<file path="src/rtl/fuzz_frame_pkg.sv">
// Shared constants, state encoding and a frame-packing helper for the fuzz result serializer.
// Latency: none (package only).
// Backpressure: not applicable.
package fuzz_frame_pkg;

  localparam int FRAME_W = 82;
  localparam int BEAT_W  = 8;
  localparam int CNT_W   = 16;
  localparam int SIG_W   = 32;
  localparam int NBEATS  = (FRAME_W + BEAT_W - 1) / BEAT_W;

  // Result frame field layout, LSB upward.
  localparam int PAD_LSB = 0;
  localparam int F5_LSB  = 1;
  localparam int F5_W    = 12;
  localparam int F6_LSB  = 13;
  localparam int F6_W    = 22;
  localparam int F7_LSB  = 35;
  localparam int F7_W    = 18;
  localparam int F8_LSB  = 53;
  localparam int F8_W    = 11;
  localparam int F9_LSB  = 64;
  localparam int F9_W    = 18;

  typedef enum logic {
    IDLE = 1'b0,
    SEND = 1'b1
  } state_e;

  // Assemble a result frame from its fields.
  function automatic logic [FRAME_W-1:0] pack_frame(
    input logic [F9_W-1:0] f9,
    input logic [F8_W-1:0] f8,
    input logic [F7_W-1:0] f7,
    input logic [F6_W-1:0] f6,
    input logic [F5_W-1:0] f5,
    input logic            pad
  );
    logic [FRAME_W-1:0] fr;
    fr = '0;
    fr[F9_LSB +: F9_W] = f9;
    fr[F8_LSB +: F8_W] = f8;
    fr[F7_LSB +: F7_W] = f7;
    fr[F6_LSB +: F6_W] = f6;
    fr[F5_LSB +: F5_W] = f5;
    fr[PAD_LSB]        = pad;
    return fr;
  endfunction

endpackage

</file>
<file path="src/rtl/fuzz_sig_fold.sv">
// Next running signature: rotate-left-by-one of the old value XOR the 32-bit word fold of the frame.
// Latency: combinational.
// Backpressure: none; caller decides when to commit the result.
module fuzz_sig_fold #(
  parameter int FRAME_W = 82
) (
  input  logic [FRAME_W-1:0] frame_i,
  input  logic [31:0]        sig_i,
  output logic [31:0]        sig_o
);
  import fuzz_frame_pkg::*;

  localparam int NWORDS = (FRAME_W + SIG_W - 1) / SIG_W;

  logic [NWORDS*SIG_W-1:0] frame_ext;
  logic [SIG_W-1:0]        fold;

  // Zero-extend to whole words, XOR the words together, then mix into the rotated signature.
  always_comb begin
    frame_ext = (NWORDS*SIG_W)'(frame_i);
    fold      = '0;
    for (int w = 0; w < NWORDS; w++) begin
      fold = fold ^ frame_ext[w*SIG_W +: SIG_W];
    end
    sig_o = {sig_i[SIG_W-2:0], sig_i[SIG_W-1]} ^ fold;
  end

endmodule

</file>
<file path="src/rtl/fuzz_frame_serializer.sv">
// Accepts one packed result frame and streams it LSB-first as byte beats; keeps signature, frame count, sticky pad error.
// Latency: first beat valid the cycle after acceptance; 12-cycle frame period (13 with FUZZ_FRAME_PARITY_EN parity beat).
// Backpressure: out_ready low holds the current beat; in_ready is high only while idle, so frames never overlap.
module fuzz_frame_serializer #(
  parameter int FRAME_W = 82,
  parameter int BEAT_W  = 8,
  parameter int CNT_W   = 16
) (
  input  logic               clk,
  input  logic               rst,
  input  logic               in_valid,
  output logic               in_ready,
  input  logic [FRAME_W-1:0] in_frame,
  output logic               out_valid,
  input  logic               out_ready,
  output logic [BEAT_W-1:0]  out_data,
  output logic               out_last,
  output logic [31:0]        sig,
  output logic [CNT_W-1:0]   frame_cnt,
  output logic               err_pad
);
  import fuzz_frame_pkg::*;

  localparam int NDATA = (FRAME_W + BEAT_W - 1) / BEAT_W;
`ifdef FUZZ_FRAME_PARITY_EN
  localparam int NTOT  = NDATA + 1;
`else
  localparam int NTOT  = NDATA;
`endif
  localparam int SHREG_W = NTOT * BEAT_W;
  localparam int IDX_W   = $clog2(NTOT);
  localparam logic [IDX_W-1:0] LAST_IDX = IDX_W'(NTOT - 1);

  state_e                 state_q, state_d;
  logic [SHREG_W-1:0]     shreg_q, shreg_d;
  logic [IDX_W-1:0]       beat_idx_q, beat_idx_d;
  logic [31:0]            sig_q, sig_d;
  logic [CNT_W-1:0]       frame_cnt_q, frame_cnt_d;
  logic                   err_pad_q, err_pad_d;

  logic [NDATA*BEAT_W-1:0] data_ext;
  logic [SHREG_W-1:0]      load_vec;
  logic [31:0]             sig_next;

  fuzz_sig_fold #(
    .FRAME_W (FRAME_W)
  ) u_sig_fold (
    .frame_i (in_frame),
    .sig_i   (sig_q),
    .sig_o   (sig_next)
  );

`ifdef FUZZ_FRAME_PARITY_EN
  logic [BEAT_W-1:0] parity;

  // Build the shift-register image: zero-extended frame with the XOR of its data beats on top.
  always_comb begin
    data_ext = (NDATA*BEAT_W)'(in_frame);
    parity   = '0;
    for (int b = 0; b < NDATA; b++) begin
      parity = parity ^ data_ext[b*BEAT_W +: BEAT_W];
    end
    load_vec = {parity, data_ext};
  end
`else
  // Build the shift-register image: the frame zero-extended to whole beats.
  always_comb begin
    data_ext = (NDATA*BEAT_W)'(in_frame);
    load_vec = data_ext;
  end
`endif

  // Next-state and output decode; statistics update only on the accept cycle.
  always_comb begin
    state_d     = state_q;
    shreg_d     = shreg_q;
    beat_idx_d  = beat_idx_q;
    sig_d       = sig_q;
    frame_cnt_d = frame_cnt_q;
    err_pad_d   = err_pad_q;

    in_ready  = (state_q == IDLE);
    out_valid = (state_q == SEND);
    out_data  = (state_q == SEND) ? shreg_q[BEAT_W-1:0] : '0;
    out_last  = (state_q == SEND) && (beat_idx_q == LAST_IDX);

    case (state_q)
      IDLE: begin
        if (in_valid) begin
          shreg_d     = load_vec;
          beat_idx_d  = '0;
          state_d     = SEND;
          sig_d       = sig_next;
          frame_cnt_d = frame_cnt_q + 1'b1;
          err_pad_d   = err_pad_q | in_frame[PAD_LSB];
        end
      end
      SEND: begin
        if (out_ready) begin
          if (beat_idx_q == LAST_IDX) begin
            state_d = IDLE;
          end else begin
            shreg_d    = shreg_q >> BEAT_W;
            beat_idx_d = beat_idx_q + 1'b1;
          end
        end
      end
      default: state_d = IDLE;
    endcase
  end

  // State and statistics registers; reset drops any frame in flight.
  always_ff @(posedge clk) begin
    if (rst) begin
      state_q     <= IDLE;
      shreg_q     <= '0;
      beat_idx_q  <= '0;
      sig_q       <= '0;
      frame_cnt_q <= '0;
      err_pad_q   <= 1'b0;
    end else begin
      state_q     <= state_d;
      shreg_q     <= shreg_d;
      beat_idx_q  <= beat_idx_d;
      sig_q       <= sig_d;
      frame_cnt_q <= frame_cnt_d;
      err_pad_q   <= err_pad_d;
    end
  end

  assign sig       = sig_q;
  assign frame_cnt = frame_cnt_q;
  assign err_pad   = err_pad_q;

endmodule

</file>
<file path="config.mk">
export PLATFORM = sky130hd
export DESIGN_NAME = fuzz_frame_serializer
export DESIGN_NICKNAME = d
export VERILOG_FILES = /design/src/rtl/fuzz_frame_pkg.sv /design/src/rtl/fuzz_sig_fold.sv /design/src/rtl/fuzz_frame_serializer.sv
export SDC_FILE = /design/constraint.sdc
export NUM_CORES = 1
export LEC_CHECK = 0
export ABC_AREA = 1
export ABC_CLOCK_PERIOD_IN_PS = 1600
export BUFFER_PORTS_ARGS = -buffer_cell sky130_fd_sc_hd__buf_4
export CAP_MARGIN = 20
export CORE_ASPECT_RATIO = 0.8
export CORE_MARGIN = 3
export CORE_UTILIZATION = 55
export CTS_CLUSTER_SIZE = 25
export DETAILED_ROUTE_END_ITERATION = 12
export PLACE_DENSITY = 0.91
export SYNTH_ARGS = -nofsm -noshare
export SYNTH_HDL_FRONTEND = slang
export SYNTH_SLANG_ARGS = --single-unit
</file>
<file path="constraint.sdc">
create_clock -name clk -period 1.6 [get_ports clk]
set_input_delay 0.08 -clock clk [delete_from_list [all_inputs] [get_ports clk]]
set_output_delay 0.08 -clock clk [all_outputs]
set_load 0.1 [all_outputs]
</file>
==> key figures <==
Status
  – Status: complete, but fails checks
  – Failing checks: negative setup slack

Synth
  – Seq/Total Area, Yosys: 0.413
  – Yosys reg bits: roughly 140
  – Synth unique cells: 30
  – Synth Cell Area: between 6000 and 7000 sq um
  – Synthesized net count: around 920
  – Mapped Cells: 828
  – Yosys synthesis warning count: 0
  – Syn_area_per_cell: just under 8 sq um

Cells and area
  – Layout overhead on the synthesized area: 33.3%
  – Commonest non-fill, non-tap cells in the layout: nand2_1 (225), buf_4 (146), dfxtp_1 (119), nand3_1 (76), o211a_1 (72)
  – # fillers: 742
  – Share of cells above drive strength 1: 0.255
  – Register area: 2760 sq um
  – Final core occ: 0.756
  – Final nets: 1066
  – Commonest non-fill, non-tap cell in the layout: nand2_1
  – Layout Cells excl Fill: 1138
  – N_diodes: 0
  – Multi-input gate area: 3450 sq um

Global route
  – Initial antenna violation count: 0
  – GRT Util Overall: 0.335
  – Overflow after GRT: 0
  – Number of global-route vias before repair: 6450
  – Largest net degree at the start of global routing: 59
  – First-pass GRT wire length: 34.8 mm

Clock tree
  – Htree depth: 4
  – # clock sinks: 136
  – CTS tree: built
  – Total CTS buffers: 17
  – Clock slew at reported path FFs: about 60 ps
  – Clock buffer depth: 2
  – Root Driver: clkbuf_16
  – Worst-Skew Late Latency: 420 ps

STA
  – F_max: 620 MHz
  – Max_slew headroom: 0.596
  – Final Cycle Share: 1.01
  – Final clock skew: 7.77 ps
  – Fin Hold WS: 16.4 ps
  – Final max-slew violation count: 0
  – Worst-Margin Slew: 607 ps
  – Setup-failing EPs final: 2
  – Final Hold Fails: 0
  – Fin crit period: roughly 1600 ps
  – Final setup margin: -12.9 ps

Critical path
  – Worst Path Class, Setup: flop to flop
  – Critical path data arrival time: 1930 ps
  – Critical Path Start Type: flop
  – CP Data Required Time: 1920 ps
  – CP max FO: 20
  – Worst setup EP type: flop

Floorplan
  – Core Rows: 35
  – Starting density of the core: 0.568
  – IO Count: 146
  – Die Ht: 104 microns
  – Die area: 13300 sq um
  – Die span in x: roughly 130 microns
  – Core ar.: 11600 sq um

Power and ir drop
  – LEAKAGE: between 4 and 5 nW
  – Pwr dens: 1180 nW/um^2
  – Peak supply drop: 0.889 mV
  – Design Power: 10.3 mW

Placement
  – Pre-CTS WS: -38.1 ps
  – Port bufs: about 150
  – Placed insts: 1086
  – Final RePlAce weighted congestion: 0.879
  – Detailed Place HPWL: 14.3 mm

Drt
  – Via Count: slightly below 7k
  – Met2 WL: between 10 and 15 mm
  – Routed wire length: around 23 mm
  – Met3 wire length: 2.95 mm
  – Remaining antenna violation count: 0
  – Residual DRC: 0
  – M1 WL: 8.62 mm
  – Top sig layer: met4
  – Number of vias per cell: ~6
  – DR WL/cell: about 21 microns
  – Initial DRC Count: 981
  – Pre-Repair DR Iteration Count: 7

Min path
  – Min-Delay Path Class: primary input to flop

Flow run
  – Max cap viols: 0
==> power by group <==
group / internal (mW) / switching, mW
Sequential: 3.66 / 0.240
Clock: 2.41 / 1.54
Combinational: 0.833 / 1.64
==> cells in the mapped netlist, drive strengths merged <==
cell type | number | area (sq um)
o21ai | 34 | 170
o211a | 72 | 721
a211oi | 1 | 7.51
nand4 | 6 | 37.5
xnor2 | 36 | 315
nand2 | 231 | 877
a22oi | 8 | 60.1
mux2i | 1 | 10.0
nand3 | 77 | 390
dfxtp | 136 | 2720
nor3 | 2 | 10.0
o21a | 1 | 7.51
clkbuf | 21 | 78.8
nor2 | 66 | 294
inv | 40 | 150
ha | 3 | 37.5
a22o | 1 | 8.76
a21oi | 21 | 105
buf | 30 | 235
xor2 | 37 | 324
o22ai | 4 | 25.0
==> final timing paths <==
kind | start | end | slack [ps] | cells after the start
worst max register to register | out_valid$_SDFF_PP0_ | shreg_q[68]$_SDFFE_PP0P_ | -10 | 8
worst max-delay path | out_valid$_SDFF_PP0_ | shreg_q[68]$_SDFFE_PP0P_ | -10 | 8
worst min register to register | beat_idx_q[0]$_SDFFE_PP0P_ | beat_idx_q[0]$_SDFFE_PP0P_ | 470 | 1
worst min-delay path | in_frame[73] | shreg_q[73]$_SDFFE_PP0P_ | 20 | 4
==> per-layer routing <==
| metal | vias to the layer above | GRT usage |
|---|---|---|
| met3 | 127 | 0.0914 |
| met2 | 551 | 0.500 |
| met5 | - | 0 |
| li1 | 3050 | - |
| met4 | 0 | 0.192 |
| met1 | 3163 | 0.434 |
==> repair_timing <==
action	4_1_cts	5_1_grt
endpoints found under the setup margin	49	93
endpoints found under the hold margin	11	0
cloned	4	0
pin swaps	3	5
buffers inserted	4	3
gates resized for setup	24	15
hold buffers	10	0
==> worst max-delay path: stages, from the launching register on <==
cell	delay, ps
dfxtp_4	410
nand2_1	110
inv_1	150
nand2_4	90
nand2_4	100
buf_4	180
buf_12	160
nand3_1	150
o211a_1	150
==> final cells by class <==
class	count	area share
Multi-Input combinational cell	601	0.393
Sequential cell	136	0.315
Timing Repair Buffer	180	0.182
Clock buffer	21	0.0536
Inverter	40	0.0212
Tap cell	148	0.0211
Clock inverter	11	0.0138
Timing Repair inverter	1	0.000855
==> metrics by stage <==
stage / instance area [sq um] / setup TNS (ps)
floorplan: 6660 / -2.44
global placement: 7820 / 0
detailed placement: 7820 / -101
CTS: 8740 / 0
global route: 8780 / -974
finish: 8780 / -24.6
==> cells by family (layout without fill, tap and decap cells) <==
kind of cell               count (synthesis)  after routing  synth area share
muxes                                      1              1           0.00152
buffers and inverters                     91            253            0.0705
AOI/OAI and AO/OA                        142            142             0.168
DFF                                      136            136             0.413
and+or+nand+nor                          382            382             0.244
xor gates and xnor gates                  73             73            0.0971
adders and majority gates                  3              3           0.00570
==> state kept, by name (all words and copies together) (netlist names) <==
signal and flops:
sig 32, frame_cnt 16, shreg_q 82, beat_idx_q 4, out_valid 1, err_pad 1
No activity file was read; power rests on OpenSTA's default activity.
